<file path="config.mk">
export PLATFORM = sky130hd
export DESIGN_NAME = fifo_channel_module
export DESIGN_NICKNAME = d
export VERILOG_FILES = /design/src/rtl/fifo_channel_module.sv
export SDC_FILE = /design/constraint.sdc
export NUM_CORES = 1
export LEC_CHECK = 0
export CORE_ASPECT_RATIO = 0.5
export CORE_UTILIZATION = 44
export DETAILED_ROUTE_END_ITERATION = 8
export PLACE_DENSITY = 0.65
export SYNTH_ARGS = -nofsm -noshare
export SYNTH_HDL_FRONTEND = slang
export SYNTH_SLANG_ARGS = --single-unit
</file>
<file path="constraint.sdc">
create_clock -name clk -period 2.6 [get_ports clk]
set_input_delay 0.26 -clock clk [delete_from_list [all_inputs] [get_ports clk]]
set_output_delay 0.26 -clock clk [all_outputs]
set_load 0.02 [all_outputs]
</file>
<file path="src/rtl/fifo_channel_module.sv">
// KPN channel FIFO: 16-bit tokens with Kahn blocking on full/empty.
// Rejected reads and writes are flagged for one cycle and never alter the stored data.
module fifo_channel_module #(
  parameter int unsigned DEPTH      = 8,
  parameter int unsigned ADDR_WIDTH = 3
) (
  input  logic                  clk,
  input  logic                  rst_n,
  input  logic [15:0]           entry_1,
  input  logic                  write_enable,
  input  logic                  read_enable,
  output logic [15:0]           output_1,
  output logic                  output_valid,
  output logic                  full,
  output logic                  empty,
  output logic [ADDR_WIDTH:0]   count,
  output logic                  write_error,
  output logic                  read_error
);

  localparam logic [ADDR_WIDTH:0] CountMax = (ADDR_WIDTH + 1)'(DEPTH);

  logic [15:0]           mem_q [DEPTH];
  logic [15:0]           mem_d [DEPTH];
  logic [ADDR_WIDTH-1:0] wr_ptr_q, wr_ptr_d;
  logic [ADDR_WIDTH-1:0] rd_ptr_q, rd_ptr_d;
  logic [ADDR_WIDTH:0]   count_q, count_d;
  logic [15:0]           out_q, out_d;
  logic                  valid_q, valid_d;
  logic                  werr_q, werr_d;
  logic                  rerr_q, rerr_d;
  logic                  full_w, empty_w;
  logic                  rd_acc, wr_acc;

  always_comb begin
    full_w  = (count_q == CountMax);
    empty_w = (count_q == '0);
    rd_acc  = read_enable & ~empty_w;
    // A read in the same cycle frees a slot, so a full FIFO can still accept.
    wr_acc  = write_enable & (~full_w | rd_acc);

    mem_d    = mem_q;
    wr_ptr_d = wr_ptr_q;
    rd_ptr_d = rd_ptr_q;
    count_d  = count_q;
    out_d    = out_q;
    valid_d  = 1'b0;
    werr_d   = write_enable & ~wr_acc;
    rerr_d   = read_enable & empty_w;

    if (wr_acc) begin
      mem_d[wr_ptr_q] = entry_1;
      wr_ptr_d        = wr_ptr_q + ADDR_WIDTH'(1);
    end

    if (rd_acc) begin
      out_d    = mem_q[rd_ptr_q];
      valid_d  = 1'b1;
      rd_ptr_d = rd_ptr_q + ADDR_WIDTH'(1);
    end

    unique case ({wr_acc, rd_acc})
      2'b10:   count_d = count_q + (ADDR_WIDTH + 1)'(1);
      2'b01:   count_d = count_q - (ADDR_WIDTH + 1)'(1);
      default: count_d = count_q;
    endcase
  end

  always_ff @(posedge clk) begin
    if (!rst_n) begin
      wr_ptr_q <= '0;
      rd_ptr_q <= '0;
      count_q  <= '0;
      out_q    <= 16'h0000;
      valid_q  <= 1'b0;
      werr_q   <= 1'b0;
      rerr_q   <= 1'b0;
    end else begin
      wr_ptr_q <= wr_ptr_d;
      rd_ptr_q <= rd_ptr_d;
      count_q  <= count_d;
      out_q    <= out_d;
      valid_q  <= valid_d;
      werr_q   <= werr_d;
      rerr_q   <= rerr_d;
    end
  end

  // Storage is not cleared by reset; it only has to ignore writes during reset.
  always_ff @(posedge clk) begin
    if (rst_n) begin
      mem_q <= mem_d;
    end
  end

  assign output_1     = out_q;
  assign output_valid = valid_q;
  assign full         = full_w;
  assign empty        = empty_w;
  assign count        = count_q;
  assign write_error  = werr_q;
  assign read_error   = rerr_q;

endmodule

</file>
==> results of run 1 <==
==> worst reg2reg max path, cell delays in order (launching register included) <==
cell     delay (ns)
dfxtp_1        0.37
or4b_4         0.58
o21ai_4        0.19
ha_4           0.18
ha_1           0.23
a21o_2         0.21
a21oi_1        0.20
mux2i_1        0.27
mux2i_1        0.20
==> logic make-up (layout without fill, tap and decap cells) <==
logic type	Yosys count	count (layout)	synth area share
compound gates	41	41	0.04258
xor+xnor	5	5	0.007415
fa+ha+maj	6	6	0.01398
buf+inv	19	99	0.01335
flops	157	157	0.7490
mux	37	37	0.1305
simple gates	51	51	0.04321
==> per-layer routing <==
metal	vias to the layer above	wire [um]	global-route usage
met3	13	487	0.04599
met4	0	137	0.06372
met1	1626	5163	0.2324
li1	1402	-	-
met5	-	0	0
met2	71	5747	0.2916
==> report_power, final <==
group,leakage (nW),internal [W],switching (W)
clock network,0.289,0.00135,0.00105
registers,1.40,0.00292,0.000106
logic,0.716,0.000730,0.000789
==> final cells by class <==
class,instances,area (sq um)
Fill cell,936,5624
Timing Repair Buffer,62,575.6
Tap cell,170,212.7
Clock buffer,17,425.4
Clock inverter,15,148.9
Inverter,5,18.77
Multi-Input combinational cell,140,1449
Sequential cell,157,4427
==> flip-flops by register name (all words and copies together) (netlist names) <==
name and cells:
mem_q 128, wr_ptr_q 3, rd_ptr_q 3, output_valid 1
count 4, write_error 1, read_error 1, output_1 16
==> timing repair <==
action                     in CTS  in global routing
buffers inserted                0                  0
gates resized for setup         0                  3
hold buffers                    0                  0
hold endpoints to repair        0                  0
setup endpoints to repair       0                  1
==> cell usage in the layout, fill, tap and decap left out, types with 2 or more instances in the layout <==
master           count
a21oi_1              2
and2_1               7
buf_4               18
clkbuf_16           17
clkdlybuf4s50_1     44
clkinv_2             3
clkinv_4             2
dfxtp_1             27
dfxtp_2              2
edfxtp_1           128
ha_1                 4
inv_1                5
inv_6                6
inv_8                3
mux2i_1              5
mux4_2              32
nand2_1              8
nand2b_1             2
nor2_1              19
nor2b_1              2
nor3_2               4
nor4_2               2
o21ai_0             19
o22ai_1             15
xnor2_1              3
xor2_1               2
==> stage by stage <==
step | total power (W) | setup TNS, ns
after floorplan | 0.003972 | -9.415
after global placement | 0.004535 | 0
after detailed placement | 0.004595 | 0
after CTS | 0.006985 | 0
after global routing | 0.007227 | 0
final | 0.006944 | 0
==> final timing paths <==
| kind | from | to | slack [ns] | cells past startpoint |
|---|---|---|---|---|
| min reg2reg | count[3] | count[3] | 0.50 | 2 |
| max | count[1] | count[3] | 0.11 | 8 |
| max reg2reg | count[1] | count[3] | 0.11 | 8 |
| min | count[3] | count[3] | 0.50 | 2 |
==> flow_metrics.tcl, run 1 <==
set metrics [dict create \
    top_level_ports 45 \
    die_w_um 165.9 \
    nNetsFinal 409 \
    yosys-top-cells-count "edfxtp_1, mux4_2, dfxtp_1, nor2_1, o21ai_0" \
    detail-route-antenna-nets 0 \
    synth_enable_flop_cells 128 \
    io_buffer_count 44 \
    grt_pass1_wl_um 18130 \
    num_rows 29 \
    dp_hpwl_um 6724 \
    hold_ws_ns 0.5017 \
    slowest_stage "or4b_4" \
    period_share 0.9565 \
    p_per_area_nw_per_um2 956.9 \
    synth_area_leaders "edfxtp_1, mux4_2, dfxtp_1" \
    critPathKind "reg2reg" \
    drc_errors 4 \
    fp.dieH_um 83.93 \
    synth_top_area_share 0.6507 \
    cpLargestDelayFamily "compound AO/OA/AOI/OAI gates" \
    vias_per_cell 5.498 \
    antenna_found_initial 0 \
    vias 3112 \
    path_clk_slew_ns 0.06 \
    coreArea_sq_um 12880 \
    crit_path_end_kind "flip-flop" \
    status "finished with violations" \
    tightest_slew_ns 0.5794 \
    clk_latency_ns 0.42 \
    crit_top_cell "mux2i_1" \
    setup_ws_ns 0.1131 \
    cp-start-kind "flip-flop" \
    cp.buffers_inverters 0 \
    antenna-diode-count 0 \
    ys_seq_area_frac 0.7490 \
    cts_buffer_depth 2 \
    worstPathMaxFanout 7 \
    setup_viol 0 \
    wire_per_inst_um 20.38 \
    peakVddDrop_mv 0.5023 \
    wl_um 11540 \
    violations "design-rule violations" \
    placed_cells 534 \
    syn2layout_area_growth_pct 22.86 \
    htreeDepth 4 \
    rsz0062_at_grt "no" \
    firstDrtPassIters 6 \
    clock_sinks 157 \
    required_ns 2.93 \
    cts_root_buffer "clkbuf_16" \
    p_leak_nw 2.400 \
    relSlewSlack 0.6120 \
    synth_most_common_cell "edfxtp_1" \
    cp_data_arrival_time_ns 2.82 \
    synth_top_area_cell "edfxtp_1" \
    ys_warn_count 0 \
    place_worst_setup_slack_ns 0.05786 \
    dieArea_sq_um 13920 \
    min_path_type "reg2reg" \
    fmax_ghz 0.4021 \
    track_usage 0.1781 \
    utilization 0.5634 \
    place.gp.congestion 0.8169 \
    clock_skew_ns 0.01555 \
    synth_cells 316 \
    stdcell_count 566 \
    crit_chain "or4b_4 -> o21ai_4 -> ha_4 -> ha_1 -> a21o_2 -> a21oi_1 -> mux2i_1 -> mux2i_1" \
    grt_pass1_vias 3229 \
    place_area_sq_um 6669 \
    drt_iter0_drc 320 \
    grt_max_degree 34 \
    async_flop_share 0 \
    syn_avg_cell_area_sq_um 18.69 \
    min_period_ns 2.487 \
    cts_tree "built" \
    cts_buffers 17 \
    ys.flop_type "edfxtp_1" \
    drive_gt1_frac 0.2449 \
    syn_area_sq_um 5907 \
    synth_cell_types 32 \
    syn_nets 342 \
    cap_violations 0 \
    drv_slew 0 \
    ys_ff_latch 157 \
    start_util 0.4586 \
    grt-ovfl-total 0 \
    design_area_sq_um 7257 \
    cpPeakStageDelay_ns 0.58 \
    hold_viol 0 \
]
Power figures use the tool's default switching activity.
==> run 2, diff against run 1 <==
Settings changed: GPL_TIMING_DRIVEN from default to 0.
==> flow_metrics.tcl, run 2 (synthesized netlist as in run 1, its figures left out) <==
set metrics [dict create \
    cts_tree "built" \
    placed_cells 542 \
    drv_slew 0 \
    clk_latency_ns 0.42 \
    setup_viol 0 \
    dieArea_sq_um 13920 \
    cts_buffer_depth 2 \
    p_clk_frac 0.353 \
    wl_um 12130 \
    p_per_area_nw_per_um2 960.5 \
    peakVddDrop_mv 0.5377 \
    syn2layout_area_growth_pct 24.44 \
    switching_share 0.2801 \
    final_cell_mix "edfxtp_1, clkdlybuf4s50_1, mux4_2, dfxtp_1, o21ai_0" \
    top_level_ports 45 \
    grt_max_degree 17 \
    largest_reg_flops 128 \
    status "finished with violations" \
    worstPathMaxFanout 15 \
    relSlewSlack 0.3967 \
    clock_skew_ns 0.008623 \
    htreeDepth 4 \
    track_usage 0.1923 \
    cp_data_arrival_time_ns 2.80 \
    num_rows 29 \
    top_register "mem_q" \
    die_w_um 165.9 \
    layout_commonest_cell "edfxtp_1" \
    stdcell_count 574 \
    crit_path_end_kind "flip-flop" \
    grt_pass1_wl_um 19060 \
    min_path_type "in2reg" \
    cts_root_buffer "clkbuf_16" \
    power_frac_comb 0.215 \
    path_clk_slew_ns 0.06 \
    start_util 0.4586 \
    min_period_ns 2.448 \
    num-fill-cells 932 \
    vias_per_cell 5.423 \
    critPathKind "reg2reg" \
    violations "design-rule violations" \
    multi_input_area_sq_um 1454 \
    grt-ovfl-total 0 \
    drive_gt1_frac 0.2450 \
    drt_iter0_drc 379 \
    antenna-diode-count 0 \
    p_leak_nw 2.416 \
    place_area_sq_um 6729 \
    cp-start-kind "flip-flop" \
    final-seq-area_sq_um 4427 \
    design_area_sq_um 7351 \
    cts_buffers 17 \
    io_buffer_count 44 \
    rsz0062_at_grt "no" \
    seqPwrFrac 0.432 \
    drc_errors 4 \
    fp.dieH_um 83.93 \
    setup_tns_ns 0 \
    place.gp.congestion 0.7190 \
    vias 3113 \
    cts-hold-fix-buffers 0 \
    cap_violations 0 \
    intPower_w 0.005083 \
    hold_viol 0 \
    antenna_found_initial 0 \
    nNetsFinal 417 \
    required_ns 2.95 \
    tightest_slew_ns 0.9001 \
    dp_hpwl_um 7961 \
    detail-route-antenna-nets 0 \
    switchingPower_w 0.001978 \
    fmax_ghz 0.4085 \
    wire_per_inst_um 21.13 \
    clock_sinks 157 \
    firstDrtPassIters 7 \
    coreArea_sq_um 12880 \
    period_share 0.9415 \
    grt_pass1_vias 3293 \
]
==> run 2: changes by cell type in the layout (fill, tap and decap cells not counted), sizes merged <==
cell | before | now
clkbuf | 17 | 23
clkinvlp | 0 | 3
buf | 18 | 20
clkinv | 5 | 3
inv | 14 | 12
bufinv | 1 | 2
==> run 2: final timing paths <==
path	start	endpoint	slack (ns)	cells after the start
min reg2reg	output_1[12]	output_1[12]	0.52	2
max reg2reg	count[3]	count[3]	0.15	7
max	count[3]	count[3]	0.15	7
min	write_enable	write_error	0.50	3
==> run 2: power by group through the flow <==
stage | registers [W] | logic, W | clock network [W]
2_1_floorplan | 0.00325 | 0.000726 | 0
3_3_place_gp | 0.00308 | 0.00146 | 0
3_5_place_dp | 0.00310 | 0.00151 | 0
4_1_cts | 0.00305 | 0.00152 | 0.00254
5_1_grt | 0.00307 | 0.00164 | 0.00265
6_report | 0.00305 | 0.00152 | 0.00249
==> run 2: timing repair <==
action                     CTS  global route
setup endpoints to repair    2             1
gates resized for setup      0             4
buffers inserted             1             0
pin swaps                    1             0
==> run 2: critical path, cell delays in order (launching register included) <==
cell and delay, ns:
dfxtp_1 0.36, o41a_2 0.68, ha_4 0.25, ha_1 0.28, a21o_2 0.21, a21oi_1 0.17, mux2i_1 0.25, mux2i_1 0.20
==> run 2: final cells by class <==
type | instances | area share
plain buffers | 13 | 0.007660
clock buffers | 17 | 0.05787
clock inverters | 15 | 0.02417
inverters | 5 | 0.002553
multi-input cells | 140 | 0.1978
flip-flops and latches | 157 | 0.6022
well taps | 170 | 0.02894
repair buffers | 57 | 0.07881
==> run 2: per-layer routing <==
metal | wire, um | track usage | part of all wire | vias up
met1 | 5250 | 0.2544 | 0.43 | 1588
met5 | 0 | 0 | 0 | -
met4 | 122 | 0.06967 | 0.010 | 0
met2 | 5993 | 0.3112 | 0.49 | 100
li1 | - | - | - | 1417
met3 | 760 | 0.04836 | 0.063 | 8
==> run 2: stage by stage <==
step	util	power, W	hold WS [ns]	setup slack (ns)
after floorplan	-	0.003972	0.3366	-0.2942
final	0.5707	0.007061	0.5004	0.1520
after CTS	0.5695	0.007099	0.4784	0.04665
after global routing	0.5707	0.007367	0.5286	0.02984
after global placement	0.5093	0.004541	0.4942	-1.967
after detailed placement	0.5224	0.004607	0.5071	-0.5021
